<file path="src/rtl/control_sequencer_pkg.sv">
// Shared definitions for the multi-cycle MIPS control sequencer:
// state numbers, ALU operation codes and the packed control word.
package control_pkg;

    typedef enum logic [6:0] {
        S_RESET      = 7'd0,
        S_FETCH      = 7'd1,
        S_FETCH_WAIT = 7'd2,
        S_IR_LD      = 7'd3,
        S_DECODE     = 7'd4,
        S_ADDU       = 7'd6,
        S_ST_ADDR    = 7'd7,
        S_ST_MDR     = 7'd8,
        S_ST_WAIT    = 7'd9,
        S_BEQ        = 7'd11,
        S_BEQ_TAKE   = 7'd12,
        S_LD_ADDR    = 7'd13,
        S_LD_WAIT    = 7'd14,
        S_LD_WB      = 7'd15,
        S_SUBU       = 7'd17,
        S_ADDIU      = 7'd18,
        S_SLTU       = 7'd19,
        S_SLTIU      = 7'd20,
        S_CLO        = 7'd21,
        S_CLZ        = 7'd22,
        S_AND        = 7'd23
    } state_t;

    typedef enum logic [3:0] {
        ALU_ADD  = 4'd0,
        ALU_SUB  = 4'd1,
        ALU_SLTU = 4'd2,
        ALU_CLO  = 4'd3,
        ALU_CLZ  = 4'd4,
        ALU_AND  = 4'd5
    } alu_op_t;

    typedef struct packed {
        logic    mar_ld;
        logic    mdr_ld;
        logic    ir_ld;
        logic    pc_ld;
        logic    rf_ld;
        logic    mdr_src;
        logic    pc_src;
        logic    rf_dst;
        logic    rf_src;
        logic    alu_src_b;
        alu_op_t alu_op;
        logic    mem_en;
        logic    mem_rw;
    } ctrl_word_t;

    // True for the execute states the decoder is allowed to jump to
    function automatic logic is_exec_state(input logic [6:0] sel);
        case (sel)
            7'd6, 7'd7, 7'd11, 7'd13,
            7'd17, 7'd18, 7'd19, 7'd20,
            7'd21, 7'd22, 7'd23: is_exec_state = 1'b1;
            default:             is_exec_state = 1'b0;
        endcase
    endfunction

endpackage

</file>
<file path="src/rtl/control_sequencer_if.sv">
// Bundle of the sequencer's datapath-facing signals. The sequencer uses
// the master view; the datapath (or a bench) uses the slave view.
interface control_sequencer_if;
    logic [6:0] state_sel;
    logic       moc;
    logic       alu_zero;

    logic [6:0] state;
    logic       mar_ld;
    logic       mdr_ld;
    logic       ir_ld;
    logic       pc_ld;
    logic       rf_ld;
    logic       mdr_src;
    logic       pc_src;
    logic       rf_dst;
    logic       rf_src;
    logic       alu_src_b;
    logic [3:0] alu_op;
    logic       mem_en;
    logic       mem_rw;
    logic       illegal;
    logic       bus_err;

    modport master (
        input  state_sel, moc, alu_zero,
        output state, mar_ld, mdr_ld, ir_ld, pc_ld, rf_ld,
               mdr_src, pc_src, rf_dst, rf_src, alu_src_b, alu_op,
               mem_en, mem_rw, illegal, bus_err
    );

    modport slave (
        output state_sel, moc, alu_zero,
        input  state, mar_ld, mdr_ld, ir_ld, pc_ld, rf_ld,
               mdr_src, pc_src, rf_dst, rf_src, alu_src_b, alu_op,
               mem_en, mem_rw, illegal, bus_err
    );
endinterface

</file>
<file path="src/rtl/control_sequencer_rom.sv">
// Combinational decode of the current state into the Moore control word.
// The moc-dependent MDR load in memory-read wait states is added by the
// sequencer, so those states carry mdr_ld=0 here.
module control_rom
    import control_pkg::*;
(
    input  state_t     state_i,
    output ctrl_word_t ctrl_o
);

    // Every field defaults to 0 and each state only raises what it needs
    always_comb begin
        ctrl_o = '0;
        case (state_i)
            S_FETCH: begin
                ctrl_o.mar_ld = 1'b1;
            end
            S_FETCH_WAIT, S_LD_WAIT: begin
                ctrl_o.mem_en = 1'b1;
            end
            S_IR_LD: begin
                ctrl_o.ir_ld = 1'b1;
                ctrl_o.pc_ld = 1'b1;
            end
            S_ADDU, S_SUBU, S_SLTU, S_CLO, S_CLZ, S_AND: begin
                ctrl_o.rf_ld = 1'b1;
                case (state_i)
                    S_SUBU:  ctrl_o.alu_op = ALU_SUB;
                    S_SLTU:  ctrl_o.alu_op = ALU_SLTU;
                    S_CLO:   ctrl_o.alu_op = ALU_CLO;
                    S_CLZ:   ctrl_o.alu_op = ALU_CLZ;
                    S_AND:   ctrl_o.alu_op = ALU_AND;
                    default: ctrl_o.alu_op = ALU_ADD;
                endcase
            end
            S_ADDIU, S_SLTIU: begin
                ctrl_o.rf_ld     = 1'b1;
                ctrl_o.rf_dst    = 1'b1;
                ctrl_o.alu_src_b = 1'b1;
                ctrl_o.alu_op    = (state_i == S_SLTIU) ? ALU_SLTU : ALU_ADD;
            end
            S_ST_ADDR, S_LD_ADDR: begin
                ctrl_o.mar_ld    = 1'b1;
                ctrl_o.alu_src_b = 1'b1;
            end
            S_ST_MDR: begin
                ctrl_o.mdr_ld  = 1'b1;
                ctrl_o.mdr_src = 1'b1;
            end
            S_ST_WAIT: begin
                ctrl_o.mem_en = 1'b1;
                ctrl_o.mem_rw = 1'b1;
            end
            S_BEQ: begin
                ctrl_o.alu_op = ALU_SUB;
            end
            S_BEQ_TAKE: begin
                ctrl_o.pc_ld  = 1'b1;
                ctrl_o.pc_src = 1'b1;
            end
            S_LD_WB: begin
                ctrl_o.rf_ld  = 1'b1;
                ctrl_o.rf_dst = 1'b1;
                ctrl_o.rf_src = 1'b1;
            end
            default: begin
                ctrl_o = '0;
            end
        endcase
    end

endmodule

</file>
<file path="src/rtl/control_sequencer.sv">
// Multi-cycle MIPS control unit: owns the state register, next-state
// logic and the memory wait counter; the control word comes from
// control_rom. A memory wait that sees no moc for MOC_TIMEOUT cycles
// is abandoned with a one-cycle bus_err pulse.
module control_sequencer
    import control_pkg::*;
#(
    parameter int MOC_TIMEOUT = 16
) (
    input  logic                clk,
    input  logic                reset,
    control_sequencer_if.master bus
);

    localparam logic [7:0] TIMEOUT_LAST = 8'(MOC_TIMEOUT - 1);

    state_t     state_q, state_d;
    logic [7:0] wait_cnt_q, wait_cnt_d;
    logic       in_wait;
    logic       timeout;
    logic       illegal;
    ctrl_word_t cw;

    control_rom u_rom (
        .state_i (state_q),
        .ctrl_o  (cw)
    );

    // Next state, wait-counter update and the two error pulses. The counter
    // is held at zero outside wait states so every wait entry starts fresh.
    always_comb begin
        state_d    = S_RESET;
        illegal    = 1'b0;
        in_wait    = (state_q == S_FETCH_WAIT) || (state_q == S_ST_WAIT) ||
                     (state_q == S_LD_WAIT);
        timeout    = in_wait && !bus.moc && (wait_cnt_q == TIMEOUT_LAST);
        wait_cnt_d = 8'd0;
        if (in_wait && !bus.moc) begin
            wait_cnt_d = wait_cnt_q + 8'd1;
        end
        case (state_q)
            S_RESET:      state_d = S_FETCH;
            S_FETCH:      state_d = S_FETCH_WAIT;
            S_FETCH_WAIT: state_d = bus.moc ? S_IR_LD :
                                    (timeout ? S_FETCH : S_FETCH_WAIT);
            S_IR_LD:      state_d = S_DECODE;
            S_DECODE: begin
                if (is_exec_state(bus.state_sel)) begin
                    state_d = state_t'(bus.state_sel);
                end else begin
                    illegal = 1'b1;
                    state_d = S_FETCH;
                end
            end
            S_ADDU, S_SUBU, S_ADDIU, S_SLTU,
            S_SLTIU, S_CLO, S_CLZ, S_AND:
                          state_d = S_FETCH;
            S_ST_ADDR:    state_d = S_ST_MDR;
            S_ST_MDR:     state_d = S_ST_WAIT;
            S_ST_WAIT:    state_d = (bus.moc || timeout) ? S_FETCH : S_ST_WAIT;
            S_BEQ:        state_d = bus.alu_zero ? S_BEQ_TAKE : S_FETCH;
            S_BEQ_TAKE:   state_d = S_FETCH;
            S_LD_ADDR:    state_d = S_LD_WAIT;
            S_LD_WAIT:    state_d = bus.moc ? S_LD_WB :
                                    (timeout ? S_FETCH : S_LD_WAIT);
            S_LD_WB:      state_d = S_FETCH;
            default:      state_d = S_RESET;
        endcase
    end

    // State register and wait counter; reset overrides everything
    always_ff @(posedge clk) begin
        if (reset) begin
            state_q    <= S_RESET;
            wait_cnt_q <= 8'd0;
        end else begin
            state_q    <= state_d;
            wait_cnt_q <= wait_cnt_d;
        end
    end

    assign bus.state     = state_q;
    assign bus.mar_ld    = cw.mar_ld;
    assign bus.mdr_ld    = cw.mdr_ld | (cw.mem_en & ~cw.mem_rw & bus.moc);
    assign bus.ir_ld     = cw.ir_ld;
    assign bus.pc_ld     = cw.pc_ld;
    assign bus.rf_ld     = cw.rf_ld;
    assign bus.mdr_src   = cw.mdr_src;
    assign bus.pc_src    = cw.pc_src;
    assign bus.rf_dst    = cw.rf_dst;
    assign bus.rf_src    = cw.rf_src;
    assign bus.alu_src_b = cw.alu_src_b;
    assign bus.alu_op    = cw.alu_op;
    assign bus.mem_en    = cw.mem_en;
    assign bus.mem_rw    = cw.mem_rw;
    assign bus.illegal   = illegal;
    assign bus.bus_err   = timeout;

endmodule
</file>
<file path="src/flat_wrapper.sv">
// flat-port wrapper written by rule: the top's interface ports become plain ports
module control_sequencer_flat import control_pkg::*;
#(
    parameter int MOC_TIMEOUT = 16
)
  (clk, reset, bus_state_sel, bus_moc, bus_alu_zero, bus_state, bus_mar_ld, bus_mdr_ld, bus_ir_ld, bus_pc_ld, bus_rf_ld, bus_mdr_src, bus_pc_src, bus_rf_dst, bus_rf_src, bus_alu_src_b, bus_alu_op, bus_mem_en, bus_mem_rw, bus_illegal, bus_bus_err);
  control_sequencer_if bus_i ();
  input  logic clk;
  input  logic reset;
  input wire logic [$bits(bus_i.state_sel)-1:0] bus_state_sel;
  input wire logic [$bits(bus_i.moc)-1:0] bus_moc;
  input wire logic [$bits(bus_i.alu_zero)-1:0] bus_alu_zero;
  output wire logic [$bits(bus_i.state)-1:0] bus_state;
  output wire logic [$bits(bus_i.mar_ld)-1:0] bus_mar_ld;
  output wire logic [$bits(bus_i.mdr_ld)-1:0] bus_mdr_ld;
  output wire logic [$bits(bus_i.ir_ld)-1:0] bus_ir_ld;
  output wire logic [$bits(bus_i.pc_ld)-1:0] bus_pc_ld;
  output wire logic [$bits(bus_i.rf_ld)-1:0] bus_rf_ld;
  output wire logic [$bits(bus_i.mdr_src)-1:0] bus_mdr_src;
  output wire logic [$bits(bus_i.pc_src)-1:0] bus_pc_src;
  output wire logic [$bits(bus_i.rf_dst)-1:0] bus_rf_dst;
  output wire logic [$bits(bus_i.rf_src)-1:0] bus_rf_src;
  output wire logic [$bits(bus_i.alu_src_b)-1:0] bus_alu_src_b;
  output wire logic [$bits(bus_i.alu_op)-1:0] bus_alu_op;
  output wire logic [$bits(bus_i.mem_en)-1:0] bus_mem_en;
  output wire logic [$bits(bus_i.mem_rw)-1:0] bus_mem_rw;
  output wire logic [$bits(bus_i.illegal)-1:0] bus_illegal;
  output wire logic [$bits(bus_i.bus_err)-1:0] bus_bus_err;
  assign bus_i.state_sel = bus_state_sel;
  assign bus_i.moc = bus_moc;
  assign bus_i.alu_zero = bus_alu_zero;
  assign bus_state = bus_i.state;
  assign bus_mar_ld = bus_i.mar_ld;
  assign bus_mdr_ld = bus_i.mdr_ld;
  assign bus_ir_ld = bus_i.ir_ld;
  assign bus_pc_ld = bus_i.pc_ld;
  assign bus_rf_ld = bus_i.rf_ld;
  assign bus_mdr_src = bus_i.mdr_src;
  assign bus_pc_src = bus_i.pc_src;
  assign bus_rf_dst = bus_i.rf_dst;
  assign bus_rf_src = bus_i.rf_src;
  assign bus_alu_src_b = bus_i.alu_src_b;
  assign bus_alu_op = bus_i.alu_op;
  assign bus_mem_en = bus_i.mem_en;
  assign bus_mem_rw = bus_i.mem_rw;
  assign bus_illegal = bus_i.illegal;
  assign bus_bus_err = bus_i.bus_err;
  control_sequencer #(.MOC_TIMEOUT(MOC_TIMEOUT)) u_core (.clk(clk), .reset(reset), .bus(bus_i));
endmodule
</file>
<file path="config.mk">
export PLATFORM = sky130hd
export DESIGN_NAME = control_sequencer_flat
export DESIGN_NICKNAME = d
export VERILOG_FILES = /design/src/rtl/control_sequencer_pkg.sv /design/src/rtl/control_sequencer_if.sv /design/src/rtl/control_sequencer_rom.sv /design/src/rtl/control_sequencer.sv /design/src/flat_wrapper.sv
export SDC_FILE = /design/constraint.sdc
export NUM_CORES = 1
export LEC_CHECK = 0
export BUFFER_PORTS_ARGS = -buffer_cell sky130_fd_sc_hd__buf_2
export CAP_MARGIN = 20
export CORE_ASPECT_RATIO = 0.7
export CORE_UTILIZATION = 40
export CTS_BUF_LIST = sky130_fd_sc_hd__clkbuf_2 sky130_fd_sc_hd__clkbuf_4 sky130_fd_sc_hd__clkbuf_8
export DETAILED_ROUTE_END_ITERATION = 16
export GPL_TIMING_DRIVEN = 0
export PLACE_DENSITY = 0.7
export SKIP_CTS_REPAIR_TIMING = 1
export SLEW_MARGIN = 20
export SYNTH_ARGS = -nofsm -noshare
export SYNTH_HDL_FRONTEND = slang
export SYNTH_SLANG_ARGS = --single-unit
</file>
<file path="constraint.sdc">
create_clock -name clk -period 2.35 [get_ports clk]
set_input_delay 0.47 -clock clk [delete_from_list [all_inputs] [get_ports clk]]
set_output_delay 0.47 -clock clk [all_outputs]
set_load 0.005 [all_outputs]
</file>
==> impl_metrics.yaml <==
timing:
  hold_viol_final: 0
  min_period_over_period: 0.9745
  slew_viol_final: 0
  skew_ns: 0.003385
  period_minus_slack_ns: 2.290
  setup_viol: 0
  holdWs_ns: 0.4358
  max_freq_ghz: 0.4367
synthesis:
  netlist_area_mm2: 0.001089
  synth_top_cell_area_share: 0.2759
  yosysSeqAreaShare: 0.2759
  syn_avg_cell_area_um2: 6.846
  yosysWarnings: 0
  ys_async_sr_fraction: 0
  syn_inst: 159
  synth_edf_count: 0
  synth.distinct_cells: 35
  synth_area_leader_cell: "dfxtp_1"
  synth-main-ff-cell: "dfxtp_1"
  ys_ff_latch: 15
  synth_area_leaders: "dfxtp_1 28%, nor2_1 9.0%, nand2_1 5.2%, a21oi_1 5.1%, nor3_1 5.1%"
critical_path:
  cp-start-kind: "flop"
  cp-end-kind: "primary output"
  path_class: "flop to primary output"
  reg2reg_from: "u_core.bus.state[5]$_SDFF_PP0_"
  crit_required_ns: 1.88
  worstPathArrival_ns: 1.82
  reg2reg_to: "u_core.bus.state[3]$_SDFF_PP0_"
  reg2reg_slack_ns: 0.41
  crit_fanout: 5
  ff2ff_path_depth: 4
pwr:
  swShare: 0.2464
  internal_power_uw: 398.5
  p_per_area_mw_per_mm2: 381.1
  power_frac_comb: 0.094
  p_switching_uw: 130.3
  pwr-share-clk: 0.412
  power.leakage_nw: 0.6185
  vdd_drop_max_v: 0.0003645
  p_seq_frac: 0.494
cells_and_area:
  drive_gt1_frac: 0.2814
  syn_to_final_growth_pct: 27.47
  antenna_cells: 0
  finalNetCount: 212
  fin_util: 0.5517
  mostFrequentLayoutCells: "34 x buf_2, 26 x nor2_1, 15 x nand2_1, 15 x dfxtp_1, 11 x a21oi_1"
  layout_commonest_cell: "buf_2"
die:
  die_x_um: 64.35
  start_util: 0.4328
  ios: 36
  die_y_um: 45.65
  die_area_mm2: 0.002937
  num_rows: 15
  design.core.area_mm2: 0.002515
global_routing:
  antenna_found_initial: 0
  grt.total_usage: 0.2124
  grt_max_degree: 11
  grt_use_met3: 0.05750
  grt.busiest_layer: "met2"
  grt-ovfl-total: 0
  use_met1: 0.2935
  grt_pass1_wl_um: 4802
  grtUsageMet2: 0.3389
  grt_pass1_vias: 1059
min_path:
  holdPathEnd: "u_core.bus.state[0]$_SDFF_PP0_"
  min_path_cells: 2
  hold_class: "primary input to flop"
  hold_start: "reset"
cts:
  cts-root-buf: "clkbuf_8"
  cts.htree.levels: 1
  tritoncts: "built"
  clk_pin_slew_ns: 0.06
  clk_path_buf_depth: 2
  numCtsBuffers: 3
  clk-insertion-delay-late_ns: 0.25
  cts_sinks: 15
drt:
  vias: 1311
  final_antenna_net_count: 0
  first_pass_iters: 4
  route.detailed.drc: 0
  drtIter0Drc: 126
  wl_um: 3112
  wire_per_inst_um: 13.36
  avgViaCountPerCell: 5.627
status:
  status: "finished, final reports clean"
place:
  dp.final_hpwl_um: 2369
  gp_congestion: 0.9532
  numPortBuffers: 34
run:
  cap_viol_max_count: 0
Yosys cell counts (2+ instances only):
master / number
nor3_1: 11
and3_1: 4
or4_1: 2
nand2b_1: 7
or3_1: 2
o21ai_0: 10
nor2_1: 26
dfxtp_1: 15
xnor2_1: 4
nand2_1: 15
o22ai_1: 3
a21oi_1: 11
or3_4: 2
clkbuf_1: 9
nor2b_1: 3
xor2_1: 5
nor4_1: 2
a21o_1: 2
nand3_1: 3
or2_2: 3
inv_1: 5
a31oi_1: 2
power by group through the flow:
stage               sequential [mW]  clock (mW)  combinational [mW]
finish                        0.261       0.218              0.0496
global route                  0.261       0.234              0.0541
CTS                           0.260       0.221              0.0448
detailed placement            0.266           0              0.0446
global placement              0.266           0              0.0434
floorplan                     0.266           0              0.0229
worst max-delay path by stage:
stage / from / to / cells past startpoint
after floorplan: u_core.bus.state[4]$_SDFF_PP0_ / bus_pc_ld / 5
after global placement: u_core.bus.state[4]$_SDFF_PP0_ / bus_pc_ld / 6
after detailed placement: u_core.bus.state[4]$_SDFF_PP0_ / bus_pc_ld / 6
after CTS: u_core.bus.state[4]$_SDFF_PP0_ / bus_pc_ld / 6
after global routing: u_core.bus.state[4]$_SDFF_PP0_ / bus_pc_ld / 6
final: u_core.bus.state[5]$_SDFF_PP0_ / bus_illegal / 5
critical path, cell delays in order, from the launching register on:
cell,delay [ns]
dfxtp_1,0.37
or3_4,0.44
or3_4,0.42
a21o_1,0.20
inv_1,0.05
buf_2,0.10
cell families (layout without fill, tap and decap cells):
group,after synthesis,after routing,synth area share
and+or+nand+nor,84,84,0.3908
AOI/OAI and AO/OA,34,34,0.1908
DFF,15,15,0.2759
buffers and inverters,15,53,0.05517
xor gates and xnor gates,9,9,0.07241
adders and majority gates,1,1,0.01149
other,1,3,0.003445
metrics by stage:
| step | instance area, µm² | setup TNS [ns] | worst slack [ns] | total power, mW | instances |
|---|---|---|---|---|---|
| 4_1_cts | 1358 | -1.045 | -0.3274 | 0.5254 | 233 |
| 2_1_floorplan | 1096 | 0 | 0.3969 | 0.2884 | 161 |
| 3_5_place_dp | 1309 | -0.04977 | -0.04977 | 0.3103 | 229 |
| 3_3_place_gp | 1309 | -0.09549 | -0.07459 | 0.3089 | 229 |
| 5_1_grt | 1388 | -0.03341 | -0.03341 | 0.5491 | 233 |
| 6_report | 1388 | 0 | 0.05995 | 0.5288 | 233 |
layer usage:
layer | vias up | share of wire
met5 | - | 0
met4 | 0 | 0.017
met3 | 10 | 0.092
met2 | 79 | 0.44
met1 | 591 | 0.45
li1 | 631 | -
flip-flops by register name, summed over array words and instances, names as in the netlist:
name and cells:
u_core.wait_cnt_q 8, u_core.bus.state 7
layout make-up:
class	count	area, µm²
fillers	261	1127
multi-input cells	131	752.0
flip-flops and latches	15	300.3
repair buffers	36	185.2
well taps	34	42.54
clock buffers	3	41.29
plain buffers	8	40.04
inverters	5	18.77
clock inverters	1	7.507
(Power assumes the default switching activity.)
